$ cat src/rtl/pixel_array_scanner.sv
// Raster-readout sequencer: walks a ROWS x COLS pixel array and streams samples out through a FIFO.
// Optional region-of-interest scanning is enabled by defining PIXEL_SCAN_ROI_EN.
module pixel_array_scanner #(
    parameter int ROWS       = 2,
    parameter int COLS       = 2,
    parameter int DATA_W     = 8,
    parameter int READ_LAT   = 2,
    parameter int FIFO_DEPTH = 4,
    localparam int ROW_W     = (ROWS > 1) ? $clog2(ROWS) : 1,
    localparam int COL_W     = (COLS > 1) ? $clog2(COLS) : 1
) (
    input  logic              clk,
    input  logic              reset_n,
`ifdef PIXEL_SCAN_ROI_EN
    input  logic [ROW_W-1:0]  roi_row0,
    input  logic [ROW_W-1:0]  roi_row1,
    input  logic [COL_W-1:0]  roi_col0,
    input  logic [COL_W-1:0]  roi_col1,
`endif
    input  logic              start,
    input  logic              abort,
    output logic              busy,
    output logic              frame_done,
    output logic              read,
    output logic [ROW_W-1:0]  row_addr,
    output logic [COL_W-1:0]  col_addr,
    input  logic [DATA_W-1:0] pix_data,
    output logic              out_valid,
    input  logic              out_ready,
    output logic [DATA_W-1:0] out_data,
    output logic              out_sof,
    output logic              out_eol,
    output logic              out_eof
);

    localparam int CNT_W = (READ_LAT > 1) ? $clog2(READ_LAT) : 1;
    localparam int PTR_W = $clog2(FIFO_DEPTH);
    localparam int ENT_W = DATA_W + 3;

    typedef enum logic [2:0] {
        S_IDLE = 3'd0,
        S_ADDR = 3'd1,
        S_WAIT = 3'd2,
        S_PUSH = 3'd3,
        S_DONE = 3'd4
    } state_t;

    state_t            state_q, state_d;
    logic [ROW_W-1:0]  row_q, row_d;
    logic [COL_W-1:0]  col_q, col_d;
    logic [CNT_W-1:0]  cnt_q, cnt_d;
    logic [DATA_W-1:0] data_q, data_d;
    logic              read_q, read_d;
    logic              busy_q, busy_d;
    logic              done_q, done_d;

    logic [PTR_W-1:0]  wr_q, wr_d;
    logic [PTR_W-1:0]  rd_q, rd_d;
    logic [PTR_W:0]    count_q, count_d;
    logic [ENT_W-1:0]  mem_q [FIFO_DEPTH];

    logic              start_ok_s;
    logic              accept_s;
    logic [ROW_W-1:0]  load_row_s;
    logic [COL_W-1:0]  load_col_s;
    logic [ROW_W-1:0]  first_row_s;
    logic [ROW_W-1:0]  last_row_s;
    logic [COL_W-1:0]  first_col_s;
    logic [COL_W-1:0]  last_col_s;
    logic              sof_s;
    logic              eol_s;
    logic              last_pix_s;
    logic              full_s;
    logic              pop_s;
    logic              push_s;
    logic              space_s;
    logic [ENT_W-1:0]  head_s;

`ifdef PIXEL_SCAN_ROI_EN
    logic [ROW_W-1:0]  roi_r0_q, roi_r1_q;
    logic [COL_W-1:0]  roi_c0_q, roi_c1_q;

    // Widened compares keep the range check meaningful when ROWS/COLS are powers of two.
    assign start_ok_s  = (roi_row0 <= roi_row1) && (roi_col0 <= roi_col1) &&
                         ({1'b0, roi_row1} < (ROW_W+1)'(ROWS)) &&
                         ({1'b0, roi_col1} < (COL_W+1)'(COLS));
    assign load_row_s  = roi_row0;
    assign load_col_s  = roi_col0;
    assign first_row_s = roi_r0_q;
    assign last_row_s  = roi_r1_q;
    assign first_col_s = roi_c0_q;
    assign last_col_s  = roi_c1_q;

    // Capture the region bounds on an accepted start.
    always_ff @(posedge clk or negedge reset_n) begin
        if (!reset_n) begin
            roi_r0_q <= {ROW_W{1'b0}};
            roi_r1_q <= {ROW_W{1'b0}};
            roi_c0_q <= {COL_W{1'b0}};
            roi_c1_q <= {COL_W{1'b0}};
        end else if (accept_s) begin
            roi_r0_q <= roi_row0;
            roi_r1_q <= roi_row1;
            roi_c0_q <= roi_col0;
            roi_c1_q <= roi_col1;
        end
    end
`else
    assign start_ok_s  = 1'b1;
    assign load_row_s  = {ROW_W{1'b0}};
    assign load_col_s  = {COL_W{1'b0}};
    assign first_row_s = {ROW_W{1'b0}};
    assign last_row_s  = ROW_W'(ROWS - 1);
    assign first_col_s = {COL_W{1'b0}};
    assign last_col_s  = COL_W'(COLS - 1);
`endif

    assign accept_s   = (state_q == S_IDLE) && start && start_ok_s && !abort;
    assign sof_s      = (row_q == first_row_s) && (col_q == first_col_s);
    assign eol_s      = (col_q == last_col_s);
    assign last_pix_s = (row_q == last_row_s) && eol_s;

    assign full_s     = (count_q == (PTR_W+1)'(FIFO_DEPTH));
    assign out_valid  = (count_q != {(PTR_W+1){1'b0}});
    assign pop_s      = out_valid && out_ready;
    // A pop in the same cycle frees the slot, so a full FIFO can still accept.
    assign space_s    = !full_s || pop_s;

    // Next-state, address walk and sample capture.
    always_comb begin
        state_d = state_q;
        row_d   = row_q;
        col_d   = col_q;
        cnt_d   = cnt_q;
        data_d  = data_q;
        push_s  = 1'b0;
        case (state_q)
            S_IDLE: begin
                if (accept_s) begin
                    row_d   = load_row_s;
                    col_d   = load_col_s;
                    state_d = S_ADDR;
                end else begin
                    state_d = S_IDLE;
                end
            end
            S_ADDR: begin
                cnt_d   = CNT_W'(READ_LAT - 1);
                state_d = S_WAIT;
            end
            S_WAIT: begin
                if (cnt_q == {CNT_W{1'b0}}) begin
                    data_d  = pix_data;
                    state_d = S_PUSH;
                end else begin
                    cnt_d   = cnt_q - CNT_W'(1);
                    state_d = S_WAIT;
                end
            end
            S_PUSH: begin
                if (space_s) begin
                    push_s = 1'b1;
                    if (last_pix_s) begin
                        row_d   = {ROW_W{1'b0}};
                        col_d   = {COL_W{1'b0}};
                        state_d = S_DONE;
                    end else if (eol_s) begin
                        row_d   = row_q + ROW_W'(1);
                        col_d   = first_col_s;
                        state_d = S_ADDR;
                    end else begin
                        col_d   = col_q + COL_W'(1);
                        state_d = S_ADDR;
                    end
                end else begin
                    state_d = S_PUSH;
                end
            end
            S_DONE: begin
                state_d = S_IDLE;
            end
            default: begin
                state_d = S_IDLE;
            end
        endcase
        if (abort) begin
            state_d = S_IDLE;
            row_d   = {ROW_W{1'b0}};
            col_d   = {COL_W{1'b0}};
            push_s  = 1'b0;
        end else begin
            push_s  = push_s;
        end
        read_d = (state_d == S_ADDR) || (state_d == S_WAIT);
        busy_d = read_d || (state_d == S_PUSH);
        done_d = (state_d == S_DONE);
    end

    // FIFO pointer and occupancy update; abort flushes.
    always_comb begin
        wr_d    = wr_q;
        rd_d    = rd_q;
        count_d = count_q;
        if (abort) begin
            wr_d    = {PTR_W{1'b0}};
            rd_d    = {PTR_W{1'b0}};
            count_d = {(PTR_W+1){1'b0}};
        end else begin
            wr_d = push_s ? (wr_q + PTR_W'(1)) : wr_q;
            rd_d = pop_s  ? (rd_q + PTR_W'(1)) : rd_q;
            case ({push_s, pop_s})
                2'b10:   count_d = count_q + (PTR_W+1)'(1);
                2'b01:   count_d = count_q - (PTR_W+1)'(1);
                default: count_d = count_q;
            endcase
        end
    end

    // Sequencer and FIFO control registers.
    always_ff @(posedge clk or negedge reset_n) begin
        if (!reset_n) begin
            state_q <= S_IDLE;
            row_q   <= {ROW_W{1'b0}};
            col_q   <= {COL_W{1'b0}};
            cnt_q   <= {CNT_W{1'b0}};
            data_q  <= {DATA_W{1'b0}};
            read_q  <= 1'b0;
            busy_q  <= 1'b0;
            done_q  <= 1'b0;
            wr_q    <= {PTR_W{1'b0}};
            rd_q    <= {PTR_W{1'b0}};
            count_q <= {(PTR_W+1){1'b0}};
        end else begin
            state_q <= state_d;
            row_q   <= row_d;
            col_q   <= col_d;
            cnt_q   <= cnt_d;
            data_q  <= data_d;
            read_q  <= read_d;
            busy_q  <= busy_d;
            done_q  <= done_d;
            wr_q    <= wr_d;
            rd_q    <= rd_d;
            count_q <= count_d;
        end
    end

    // FIFO storage; entry layout is {data, sof, eol, eof}.
    always_ff @(posedge clk) begin
        if (push_s) begin
            mem_q[wr_q] <= {data_q, sof_s, eol_s, last_pix_s};
        end
    end

    assign head_s     = mem_q[rd_q];
    assign out_data   = out_valid ? head_s[ENT_W-1:3] : {DATA_W{1'b0}};
    assign out_sof    = out_valid ? head_s[2] : 1'b0;
    assign out_eol    = out_valid ? head_s[1] : 1'b0;
    assign out_eof    = out_valid ? head_s[0] : 1'b0;

    assign busy       = busy_q;
    assign frame_done = done_q;
    assign read       = read_q;
    assign row_addr   = row_q;
    assign col_addr   = col_q;

endmodule

$ cat config.mk
export PLATFORM = sky130hd
export DESIGN_NAME = pixel_array_scanner
export DESIGN_NICKNAME = d
export VERILOG_FILES = /design/src/rtl/pixel_array_scanner.sv
export SDC_FILE = /design/constraint.sdc
export NUM_CORES = 1
export LEC_CHECK = 0
export CORE_MARGIN = 2
export CORE_UTILIZATION = 50
export DETAILED_ROUTE_END_ITERATION = 10
export PLACE_DENSITY = 0.77
export SLEW_MARGIN = 5
export SYNTH_ARGS = -nofsm -noshare
export SYNTH_HDL_FRONTEND = slang
export SYNTH_SLANG_ARGS = --single-unit
$ cat constraint.sdc
create_clock -name clk -period 1.9 [get_ports clk]
set_input_delay 0.475 -clock clk [delete_from_list [all_inputs] [get_ports clk]]
set_output_delay 0.475 -clock clk [all_outputs]
set_load 0.03 [all_outputs]
==> run_results.csv <==
group,metric,value,unit
sta,max_freq,0.4573,GHz
yosys,synth_enable_flop_cells,44,
critical_path,worst_setup_path_end_kind,"output port",
cts,clk_pin_slew_worst_paths,0.07,ns
cells_and_area,post_layout_nonfiller_instances,330,
run_status,run_status,"finished, violations left",
sta,count_of_final_max_slew_check_failures,0,
cells_and_area,regArea,1926,sq um
grt,grt_first_pass_wirelength,9742,microns
cts,cts.sink_count,68,
route,wire_length_reported_by_the_detailed_router,6037,microns
yosys,ys_ff_latch,68,
floorplan,floorplan.die.height,80.69,microns
sta,finalWorstSetupSlack,-0.2868,ns
cts,cts_tree,"done",
critical_path,terminus_of_the_critical_flop_to_flop_path,"count_q[2]",
cells_and_area,final_design_area_no_fill,3971,sq um
grt,antenna_found_initial,0,
grt,gr-total-overflow,0,
floorplan,floorplan.initialDensity,52.43,%
cts,cts.htree.levels,3,
yosys,synth_area_in_xor_xnor,1.787,%
sta,worst_slew_pin_slew,0.4630,ns
cells_and_area,layout-drive-gt1-share,41.86,%
yosys,synth_mux_area_share,11.83,%
yosys,synthSimpleGateAreaFrac,11.87,%
route,avgViaCountPerCell,5.442,
sta,layout_min_cycle_time,2.187,ns
cells_and_area,area_growth_syn_to_layout,35.06,%
yosys,syn-instance-count,189,
critical_path,worstReg2RegStart,"count_q[1]",
route,routed_wire_length_per_instance,18.29,microns
cts,cts_inserted_buffers,9,
yosys,synth_top_area_cell,"edfxtp_1",
cells_and_area,fillers,372,
critical_path,crit_fanout,6,
power,power_density,891.1,nW/um^2
route,drt-pass1-iter-count,5,
route,remaining_drc_errors,0,
yosys,synth-compound-area-share,4.426,%
yosys,seq_area_frac_synth,65.36,%
power,vdd_drop_max,549.1,uV
yosys,syn-num-nets,207,
floorplan,rows,27,
sta,max-slew-margin-rel,69.13,%
placed_design,routability_congestion_estimate_from_global_placement,0.7581,
placed_design,pre_cts_ws,-0.4858,ns
cells_and_area,antennaDiodeCount,0,
route,post_route_ant_nets,0,
critical_path,worst_setup_path_start_kind,"register",
yosys,post_synth_instance_area,2940,sq um
yosys,leading_cell_types_by_count_after_synthesis,"44 x edfxtp_1, 24 x dfrtp_1, 19 x and2_1, 11 x mux4_2, 10 x nor2_1",
min_path,hold_path.class,"in2async",
cts,clk_latency,0.33,ns
yosys,yosys.cell_count.top_type,"edfxtp_1",
grt,grt_max_degree,25,
sta,report.final.hold_viol_count,0,
critical_path,worst_r2r_path_depth,8,
yosys,synth_fa_ha_area_share,2.383,%
grt,grtUsageTotal,21.24,%
placed_design,place.detailed.instances,308,
sta,final.setup_skew,0.006749,ns
yosys,synth-warning-count,0,
cts,clk_path_buf_depth,2,
route,vias,1796,
critical_path,timing.reg2reg.setup_slack,-0.14,ns
critical_path,max_stage_delay,0.52,ns
cts,ctsHoldBuffers,0,
placed_design,hpwlAfterDp,3615,microns
yosys,postSynth.asyncResetShare,35.29,%
yosys,synth_top_family_by_area,"simple AND/OR/NAND/NOR gates",
critical_path,critical_path_start_end_classification,"reg2out",
critical_path,cp_slowest_cell,"mux4_2",
grt,grt_pass1_vias,1868,
yosys,netlist_top_cells_area,"edfxtp_1 45%, dfrtp_1 20%, mux4_2 8.4%",
cells_and_area,multiInputGateArea,1075,sq um
yosys,main_synth_ff_type,"edfxtp_1",
floorplan,io-pin-count,30,
route,drt_first_iter_violations,158,
run,maxCapViolCount,0,
critical_path,critPathArrivalTime,1.71,ns
run_status,failing_checks,"negative setup slack",
floorplan,chipWidth,80.69,microns
sta,hold_slack,0.5034,ns
cells_and_area,net_count_final,271,
floorplan,core,5608,sq um
placed_design,io_buffer_count,29,
yosys,synthDominantCellAreaShare,44.94,%
floorplan,design.die.area,6510,sq um
yosys,syn_avg_cell_area,15.56,sq um
cells_and_area,finalCoreUtilization,70.82,%
critical_path,critical_path.cell_chain,"buf_12 -> mux4_2 -> and2_4 -> buf_6",
sta,finalSetupViolations,14,
cts,clockRootBuffer,"clkbuf_8",
yosys,synth_cell_types,41,
placed_design,post_dp_cell_area,3558,sq um
critical_path,worstPathRequired,1.42,ns
sta,final_min_period_over_clock_period,115.1,%
sta,grt_setup_unrepaired,"yes",
power,p_leak,0.001526,uW
critical_path,worst_path_dominant_cell_family,"multiplexers",
critical_path,cp_num_buf_inv,2,
[metrics by stage]
step | setup TNS (ns) | power [uW]
after floorplan | 0 | 2095
after global placement | -17.72 | 2214
after detailed placement | -19.98 | 2246
after CTS | -3.611 | 3530
after global routing | -3.716 | 3677
final | -2.929 | 3539
[worst reg2reg max path: stages (launching register included)]
cell and delay, ns:
dfrtp_2 0.41, or3_4 0.42, buf_6 0.14, nand2_4 0.07, nor2_4 0.04, fa_2 0.38
nor3b_4 0.17, nand3b_1 0.16, a31oi_1 0.18
[cells in the final DEF, fill, tap and decap left out, types with 3 or more instances in the layout]
cell,count
nor2_1,8
dfrtp_2,3
o21ai_0,6
ha_1,4
buf_12,6
nand3b_1,4
buf_4,25
edfxtp_1,44
and2_4,11
nand2_1,3
clkbuf_8,10
nor2b_1,3
buf_6,14
xor2_1,3
clkdlybuf4s50_1,15
nand3_1,5
mux4_2,11
mux2_2,8
and2_1,8
dfrtp_1,21
inv_1,7
[worst max-delay path by stage]
stage	from	slack, ns	to	cells past startpoint
after global placement	rd_q[0]	-0.37	out_eol	4
after floorplan	count_q[1]	0.005	count_q[1]	6
after CTS	rd_q[0]	-0.35	out_data[3]	5
after global routing	rd_q[0]	-0.34	out_eol	4
after detailed placement	abort	-0.49	count_q[2]	7
final	rd_q[0]	-0.29	out_eol	4
[logic make-up after synthesis]
kind of cell / Yosys count
mux: 20
fa+ha+maj: 5
buf+inv: 16
compound gates: 18
simple gates: 56
flops: 68
xor+xnor: 6
[per-layer routing]
metal / vias to the layer above / GRT usage (%) / part of all wire (%)
met3: 12 / 4.831 / 3.2
li1: 834 / - / -
met2: 42 / 34.92 / 52
met1: 908 / 26.96 / 42
met5: - / 0 / 0
met4: 0 / 9.492 / 2.2
[state kept, by name, indices dropped and copies added, names as in the netlist]
register,cells
count_q,3
rd_q,2
mem_q,44
read,1
frame_done,1
state_q,3
col_addr,1
cnt_q,1
wr_q,2
data_q,8
busy,1
row_addr,1
[final cells by class]
cell class | instances | area share (%)
clock buffer | 12 | 3.655
clock inverter | 4 | 1.827
inverter | 7 | 0.6616
multi-input combinational | 105 | 27.06
sequential | 68 | 48.49
tap | 72 | 2.268
timing repair buffer | 62 | 16.04
[report_power, final]
| group | internal [uW] | total (uW) | switching [uW] | leakage, uW |
|---|---|---|---|---|
| clock | 774 | 1290 | 514 | 0.000107 |
| combinational | 179 | 336 | 157 | 0.000715 |
| sequential | 1790 | 1910 | 124 | 0.000704 |
| total | 2740 | 3540 | 795 | 0.00153 |
[timing repair]
item / in CTS / in global routing
setup buffers: 5 / 1
setup endpoints to repair: 15 / 60
gates resized for setup: 101 / 7
cloned: 1 / 0
pin swaps: 12 / 8
(Power assumes the default switching activity.)
